`src/rtl/tomasulo_pkg.sv`:
```
// Shared Tomasulo definitions: opcodes, station tags, the empty-value marker
// and the reservation-station FSM state type.
package tomasulo_pkg;

  localparam logic [2:0] OP_NOP = 3'd0;
  localparam logic [2:0] OP_ADD = 3'd1;
  localparam logic [2:0] OP_SUB = 3'd2;

  localparam logic [2:0] FREE_REGISTER    = 3'd0;
  localparam logic [2:0] RES_STATION_ADD1 = 3'd1;
  localparam logic [2:0] RES_STATION_ADD2 = 3'd2;

  localparam logic [15:0] SEM_VALOR = 16'hFFF0;

  typedef enum logic [1:0] {
    IDLE     = 2'd0,
    WAIT_OPS = 2'd1,
    EXEC     = 2'd2,
    WB       = 2'd3
  } rs_state_e;

  // Tag 0 means "value present", so a broadcast with tag 0 never matches.
  function automatic logic cdb_hit(input logic       valid,
                                   input logic [2:0] cdb_tag,
                                   input logic [2:0] q);
    return valid && (cdb_tag != FREE_REGISTER) && (cdb_tag == q);
  endfunction

endpackage

```
`src/rtl/estacao_reserva_add_if.sv`:
```
// Dispatch, CDB snoop and CDB broadcast signals of one ADD/SUB reservation station.
interface estacao_reserva_add_if;
  logic        Enable_VQ;
  logic [2:0]  Ufop;
  logic [15:0] Vj;
  logic [15:0] Vk;
  logic [2:0]  Qj;
  logic [2:0]  Qk;
  logic [3:0]  R_target;
  logic        CDB_valid;
  logic [2:0]  CDB_tag;
  logic [15:0] CDB_data;
  logic        CDB_grant;
  logic        Busy;
  logic        CDB_req;
  logic [15:0] Res_data;
  logic [2:0]  Res_tag;
  logic [3:0]  Res_target;

  modport master (
    output Enable_VQ, Ufop, Vj, Vk, Qj, Qk, R_target,
    output CDB_valid, CDB_tag, CDB_data, CDB_grant,
    input  Busy, CDB_req, Res_data, Res_tag, Res_target
  );

  modport slave (
    input  Enable_VQ, Ufop, Vj, Vk, Qj, Qk, R_target,
    input  CDB_valid, CDB_tag, CDB_data, CDB_grant,
    output Busy, CDB_req, Res_data, Res_tag, Res_target
  );
endinterface

```
`src/rtl/ula_add_sub.sv`:
```
// Combinational ADD/SUB unit; wraps modulo 2^16, unknown opcodes yield SEM_VALOR.
module ula_add_sub
  import tomasulo_pkg::*;
(
  input  logic [2:0]  op,
  input  logic [15:0] a,
  input  logic [15:0] b,
  output logic [15:0] y
);

  always_comb begin
    y = SEM_VALOR;
    case (op)
      OP_ADD:  y = a + b;
      OP_SUB:  y = a - b;
      default: y = SEM_VALOR;
    endcase
  end

endmodule

```
`src/rtl/estacao_reserva_add.sv`:
```
// ADD/SUB reservation station: captures an instruction, snoops the CDB for
// missing operands, executes for LATENCY cycles and broadcasts on grant.
module estacao_reserva_add
  import tomasulo_pkg::*;
#(
  parameter logic [2:0] TAG     = 3'd1,
  parameter int         LATENCY = 2
) (
  input logic                  Clock,
  input logic                  Reset,
  estacao_reserva_add_if.slave bus
);

  localparam logic [3:0] CNT_INIT = 4'(LATENCY - 1);

  rs_state_e   state_q, state_d;
  logic [2:0]  op_q, op_d;
  logic [15:0] vj_q, vj_d, vk_q, vk_d;
  logic [2:0]  qj_q, qj_d, qk_q, qk_d;
  logic [3:0]  target_q, target_d;
  logic [3:0]  cnt_q, cnt_d;
  logic        cnt_load_q, cnt_load_d;
  logic [15:0] res_data_q, res_data_d;
  logic [2:0]  res_tag_q, res_tag_d;
  logic [3:0]  res_target_q, res_target_d;
  logic [15:0] alu_y;

  ula_add_sub u_ula (
    .op (op_q),
    .a  (vj_q),
    .b  (vk_q),
    .y  (alu_y)
  );

  always_comb begin
    state_d      = state_q;
    op_d         = op_q;
    vj_d         = vj_q;
    vk_d         = vk_q;
    qj_d         = qj_q;
    qk_d         = qk_q;
    target_d     = target_q;
    cnt_d        = cnt_q;
    cnt_load_d   = cnt_load_q;
    res_data_d   = res_data_q;
    res_tag_d    = res_tag_q;
    res_target_d = res_target_q;

    case (state_q)
      IDLE: begin
        if (bus.Enable_VQ) begin
          op_d     = bus.Ufop;
          target_d = bus.R_target;
          vj_d     = bus.Vj;
          qj_d     = bus.Qj;
          vk_d     = bus.Vk;
          qk_d     = bus.Qk;
          // An operand broadcast on the dispatch edge is captured directly.
          if (cdb_hit(bus.CDB_valid, bus.CDB_tag, bus.Qj)) begin
            vj_d = bus.CDB_data;
            qj_d = FREE_REGISTER;
          end
          if (cdb_hit(bus.CDB_valid, bus.CDB_tag, bus.Qk)) begin
            vk_d = bus.CDB_data;
            qk_d = FREE_REGISTER;
          end
          cnt_load_d = 1'b1;
          state_d    = (qj_d == FREE_REGISTER && qk_d == FREE_REGISTER) ? EXEC : WAIT_OPS;
        end
      end

      WAIT_OPS: begin
        if (cdb_hit(bus.CDB_valid, bus.CDB_tag, qj_q)) begin
          vj_d = bus.CDB_data;
          qj_d = FREE_REGISTER;
        end
        if (cdb_hit(bus.CDB_valid, bus.CDB_tag, qk_q)) begin
          vk_d = bus.CDB_data;
          qk_d = FREE_REGISTER;
        end
        if (qj_d == FREE_REGISTER && qk_d == FREE_REGISTER) begin
          cnt_load_d = 1'b1;
          state_d    = EXEC;
        end
      end

      EXEC: begin
        // The first EXEC cycle loads the counter; the result is taken when it reads 0.
        if (cnt_load_q) begin
          cnt_d      = CNT_INIT;
          cnt_load_d = 1'b0;
        end else if (cnt_q == 4'd0) begin
          res_data_d   = alu_y;
          res_tag_d    = TAG;
          res_target_d = target_q;
          state_d      = WB;
        end else begin
          cnt_d = cnt_q - 4'd1;
        end
      end

      WB: begin
        if (bus.CDB_grant) state_d = IDLE;
      end

      default: state_d = IDLE;
    endcase
  end

  always_ff @(posedge Clock or posedge Reset) begin
    if (Reset) begin
      state_q      <= IDLE;
      op_q         <= OP_NOP;
      vj_q         <= SEM_VALOR;
      vk_q         <= SEM_VALOR;
      qj_q         <= FREE_REGISTER;
      qk_q         <= FREE_REGISTER;
      target_q     <= 4'd0;
      cnt_q        <= 4'd0;
      cnt_load_q   <= 1'b0;
      res_data_q   <= SEM_VALOR;
      res_tag_q    <= FREE_REGISTER;
      res_target_q <= 4'd0;
    end else begin
      state_q      <= state_d;
      op_q         <= op_d;
      vj_q         <= vj_d;
      vk_q         <= vk_d;
      qj_q         <= qj_d;
      qk_q         <= qk_d;
      target_q     <= target_d;
      cnt_q        <= cnt_d;
      cnt_load_q   <= cnt_load_d;
      res_data_q   <= res_data_d;
      res_tag_q    <= res_tag_d;
      res_target_q <= res_target_d;
    end
  end

  assign bus.Busy       = (state_q != IDLE);
  assign bus.CDB_req    = (state_q == WB);
  assign bus.Res_data   = res_data_q;
  assign bus.Res_tag    = res_tag_q;
  assign bus.Res_target = res_target_q;

endmodule

```
`src/flat_wrapper.sv`:
```
// flat-port wrapper written by rule: the top's interface ports become plain ports
module estacao_reserva_add_flat import tomasulo_pkg::*;
#(
  parameter logic [2:0] TAG     = 3'd1,
  parameter int         LATENCY = 2
)
  (Clock, Reset, bus_Enable_VQ, bus_Ufop, bus_Vj, bus_Vk, bus_Qj, bus_Qk, bus_R_target, bus_CDB_valid, bus_CDB_tag, bus_CDB_data, bus_CDB_grant, bus_Busy, bus_CDB_req, bus_Res_data, bus_Res_tag, bus_Res_target);
  estacao_reserva_add_if bus_i ();
  input logic Clock;
  input logic Reset;
  input wire logic [$bits(bus_i.Enable_VQ)-1:0] bus_Enable_VQ;
  input wire logic [$bits(bus_i.Ufop)-1:0] bus_Ufop;
  input wire logic [$bits(bus_i.Vj)-1:0] bus_Vj;
  input wire logic [$bits(bus_i.Vk)-1:0] bus_Vk;
  input wire logic [$bits(bus_i.Qj)-1:0] bus_Qj;
  input wire logic [$bits(bus_i.Qk)-1:0] bus_Qk;
  input wire logic [$bits(bus_i.R_target)-1:0] bus_R_target;
  input wire logic [$bits(bus_i.CDB_valid)-1:0] bus_CDB_valid;
  input wire logic [$bits(bus_i.CDB_tag)-1:0] bus_CDB_tag;
  input wire logic [$bits(bus_i.CDB_data)-1:0] bus_CDB_data;
  input wire logic [$bits(bus_i.CDB_grant)-1:0] bus_CDB_grant;
  output wire logic [$bits(bus_i.Busy)-1:0] bus_Busy;
  output wire logic [$bits(bus_i.CDB_req)-1:0] bus_CDB_req;
  output wire logic [$bits(bus_i.Res_data)-1:0] bus_Res_data;
  output wire logic [$bits(bus_i.Res_tag)-1:0] bus_Res_tag;
  output wire logic [$bits(bus_i.Res_target)-1:0] bus_Res_target;
  assign bus_i.Enable_VQ = bus_Enable_VQ;
  assign bus_i.Ufop = bus_Ufop;
  assign bus_i.Vj = bus_Vj;
  assign bus_i.Vk = bus_Vk;
  assign bus_i.Qj = bus_Qj;
  assign bus_i.Qk = bus_Qk;
  assign bus_i.R_target = bus_R_target;
  assign bus_i.CDB_valid = bus_CDB_valid;
  assign bus_i.CDB_tag = bus_CDB_tag;
  assign bus_i.CDB_data = bus_CDB_data;
  assign bus_i.CDB_grant = bus_CDB_grant;
  assign bus_Busy = bus_i.Busy;
  assign bus_CDB_req = bus_i.CDB_req;
  assign bus_Res_data = bus_i.Res_data;
  assign bus_Res_tag = bus_i.Res_tag;
  assign bus_Res_target = bus_i.Res_target;
  estacao_reserva_add #(.TAG(TAG), .LATENCY(LATENCY)) u_core (.Clock(Clock), .Reset(Reset), .bus(bus_i));
endmodule
```
`config.mk`:
```
export PLATFORM = sky130hd
export DESIGN_NAME = estacao_reserva_add_flat
export DESIGN_NICKNAME = d
export VERILOG_FILES = /design/src/rtl/tomasulo_pkg.sv /design/src/rtl/estacao_reserva_add_if.sv /design/src/rtl/ula_add_sub.sv /design/src/rtl/estacao_reserva_add.sv /design/src/flat_wrapper.sv
export SDC_FILE = /design/constraint.sdc
export NUM_CORES = 1
export LEC_CHECK = 0
export CORE_UTILIZATION = 40
export DETAILED_ROUTE_END_ITERATION = 6
export PLACE_DENSITY_LB_ADDON = 0.12
export SYNTH_ARGS = -nofsm -noshare
export SYNTH_HDL_FRONTEND = slang
export SYNTH_SLANG_ARGS = --single-unit
```
`constraint.sdc`:
```
create_clock -name Clock -period 2.8 [get_ports Clock]
set_clock_uncertainty 0.05 [all_clocks]
set_input_delay 0.28 -clock Clock [delete_from_list [all_inputs] [get_ports Clock]]
set_output_delay 0.28 -clock Clock [all_outputs]
set_load 0.01 [all_outputs]
```
==> results.md <==
- CTS sink cnt: 73
- Worst path required time: 3000 ps
- Final Core Density: 57.2%
- ANT nets after route: 0
- Crit path max fanout: 4
- Die Ht: 109 um
- CTS root buffer: clkbuf_16
- Vias per cell: 5.03
- Largest net degree at the start of global routing: 34
- Max-cap violations: 0
- Outcome: finished clean
- Global route overflow: 0
- Routed via count: 3618
- Post-synthesis sequential area ratio: 41.3%
- Final cell area excluding filler cells: 6250 um2
- Pins Over Slew Limit: 0
- H-tree levels: 3
- ANT cells: 0
- Row count: 38
- Mapped cell area: 4540 um2
- CP cell instances: nor3_2 > buf_4 > nand2_4 > nor2_4 > buf_6 > a31oi_4 > xnor2_1 > ha_1 > a21oi_2 > nor2b_2 > or2_4 > a21o_1 > or2_1 > mux2i_1 > a21oi_1
- Die ar.: 11800 um2
- Synth area leaders: dfstp_2 (21%), dfrtp_1 (20%), mux2i_1 (7.5%), ha_1 (6.6%), nand2_1 (4.8%)
- R2R Setup Slk: 60 ps
- Maximum VDD drop: 0.598 mV
- RR Startpoint: u_core.vk_q[1]
- Slew HR: 56.6%
- Clk pin slew, worst setup/hold paths: 60 ps
- DR DRC count: 0
- Hold Crit Class: primary input to asynchronous set/reset pin
- R2R cell count: 15
- Leakage: 2.71 nW
- Main synth FF type: dfrtp_1
- Register Area: 1870 um2
- Seq cells post-synth: 73
- Worst path slowest cell: dfrtp_1
- Worst-Skew Late Latency: 330 ps
- Initial antenna violation count: 0
- Most frequent cell after synthesis: nand2_1
- DP Area: 5720 um2
- IO buf count: 91
- Post-Synthesis Cells: 462
- Fin crit share: 97.9%
- Fraction of layout cells with a size suffix above 1: 22.8%
- Syn Area/Cell: 9.82 um2
- Post-layout min period: 2740 ps
- Post-synthesis cell type count: 60
- Detailed Route Iter0 Violations: 109
- Nets: 668
- Clock Path Buffers: 2
- Arr. time, crit path: 2940 ps
- Vias in the first global route: 3611
- Syn. warnings: 0
- Initial Utilization: 41.5%
- RSZ-0062 raised after global routing: true
- DP HPWL: 8070 um
- Final Hold Vio Count: 0
- Slowest Stage Delay on Critical Path: 410 ps
- DRT Pass-1 Iters: 6
- Synth top area share: 20.8%
- Multi-input logic area: 2660 um2
- DRT Wirelength: 10500 um
- First-pass GRT wire length: 17300 um
- Wire length per cell: 14.5 um
- Post-synth top area cell: dfstp_2
- Top cells by count, synth: nand2_1 (58), dfrtp_1 (37), dfstp_2 (36), o21ai_0 (36), mux2i_1 (34)
- Placer congestion estimate: 0.788
- Crit path kind: flip-flop to flip-flop
- Reg-to-Reg End: u_core.bus.Res_data[14]
- # hold bufs at CTS: 0
- Setup TNS: 0 ps
- Boundary Pins: 94
- Startpoint types: flip-flop
- Achievable Freq: 0.365 GHz
- Die Width: 109 um
- CTS buffer count: 9
- Slew @ Worst Pin: 642 ps
- Synthesis-to-finish area growth: 37.8%
- GRT Overall Usage: 19.2%
- CP endpoint kind: flip-flop
- Async SR Flop Fraction: 100%
- Number of synthesized flops with an enable pin: 0
- Power Density: 1420 nW/um2
- Setup violators final: 0
- Core ar.: 10900 um2
- Fillcell total: 996
- CTS tree: done
- Power Total: 0.00888 W
## layout by cell type, fill, tap and decap left out, types with 3 or more instances in the layout
cell,instances
o21ai_0,34
nand2b_1,3
clkbuf_1,3
buf_6,3
dfstp_2,36
o21ai_1,13
nor3_2,3
a21oi_2,5
mux2_2,8
xnor2_1,19
ha_1,23
a21oi_1,25
o22ai_1,3
buf_4,22
dfrtp_1,37
nor4_2,5
nand2_1,57
clkdlybuf4s50_1,91
a22o_1,7
mux2i_1,34
nor2_4,4
and3_1,3
nor3_1,9
buf_12,3
nor2_1,21
inv_1,18
clkbuf_16,9
xor2_1,19
## worst max-delay path by stage
stage	startpoint	cells after the start	end	slack [ps]
finish	u_core.vk_q[1]	15	u_core.bus.Res_data[14]	60
global route	u_core.vk_q[1]	15	u_core.bus.Res_data[14]	-120
CTS	u_core.op_q[2]	12	u_core.bus.Res_data[12]	20
detailed placement	u_core.vk_q[0]	11	u_core.bus.Res_data[12]	-60
global placement	u_core.op_q[2]	10	u_core.bus.Res_data[12]	30
floorplan	u_core.vk_q[2]	11	u_core.bus.Res_data[12]	40
## per-stage QoR
step	worst slack, ps	instances	hold slack (ps)
after floorplan	35.8	463	363
after global placement	27.0	697	391
after detailed placement	-63.2	697	400
after CTS	15.5	714	312
after global routing	-119	719	346
final	59.7	719	294
## cells by family (layout without fill, tap and decap cells)
family          count (synthesis)  after routing  share of synthesized area [%]
simple gates                  126            126                           14.1
flops                          73             73                           41.3
buf+inv                        38            154                           4.19
mux                            44             44                           10.1
xor+xnor                       38             38                           7.34
compound gates                117            117                           15.9
fa+ha+maj                      25             25                           7.06
other cells                     1              2                         0.0827
## state kept, by name, indices dropped and copies added (netlist names)
signal	count
u_core.bus.Res_data	16
u_core.bus.Res_tag	1
u_core.bus.Res_target	4
u_core.cnt_load_q	1
u_core.cnt_q	4
u_core.op_q	3
u_core.qj_q	3
u_core.qk_q	3
u_core.state_q	2
u_core.target_q	4
u_core.vj_q	16
u_core.vk_q	16
## final cells by class
cell class	instances	share of cell area [%]
Multi-Input combinational cell	352	42.6
Sequential cell	73	29.9
Timing Repair Buffer	119	18.7
Clock buffer	14	4.22
Tap cell	140	2.80
Inverter	19	1.14
Clock inverter	2	0.600
## power breakdown
part	internal [W]	switching, W	total, W
Clock	0.000739	0.000415	0.00115
Combinational	0.00278	0.00282	0.00561
Sequential	0.00171	0.000409	0.00212
## worst max-delay path: cells and delay by family, from the launching register on
family	cells	cell delay [ps]
buffers and inverters	2	270
flip-flops	1	410
adder cells (fa/ha/maj)	1	320
AO/OA/AOI/OAI	4	480
AND/OR/NAND/NOR	6	830
multiplexers	1	140
XOR/XNOR	1	140
## metal layers
layer / global-route usage (%) / wire [um] / vias to the layer above
met5: 0 / 0 / -
met4: 7.34 / 178 / 0
met3: 3.01 / 410 / 13
met2: 30.3 / 4890 / 91
met1: 26.3 / 4980 / 1660
li1: - / - / 1854
## timing repair
item | CTS | global route
resized for setup | 5 | 38
endpoints found under the setup margin | 2 | 8
pin swaps | 3 | 18
setup buffers | 1 | 5
No activity file was read; power rests on OpenSTA's default activity.
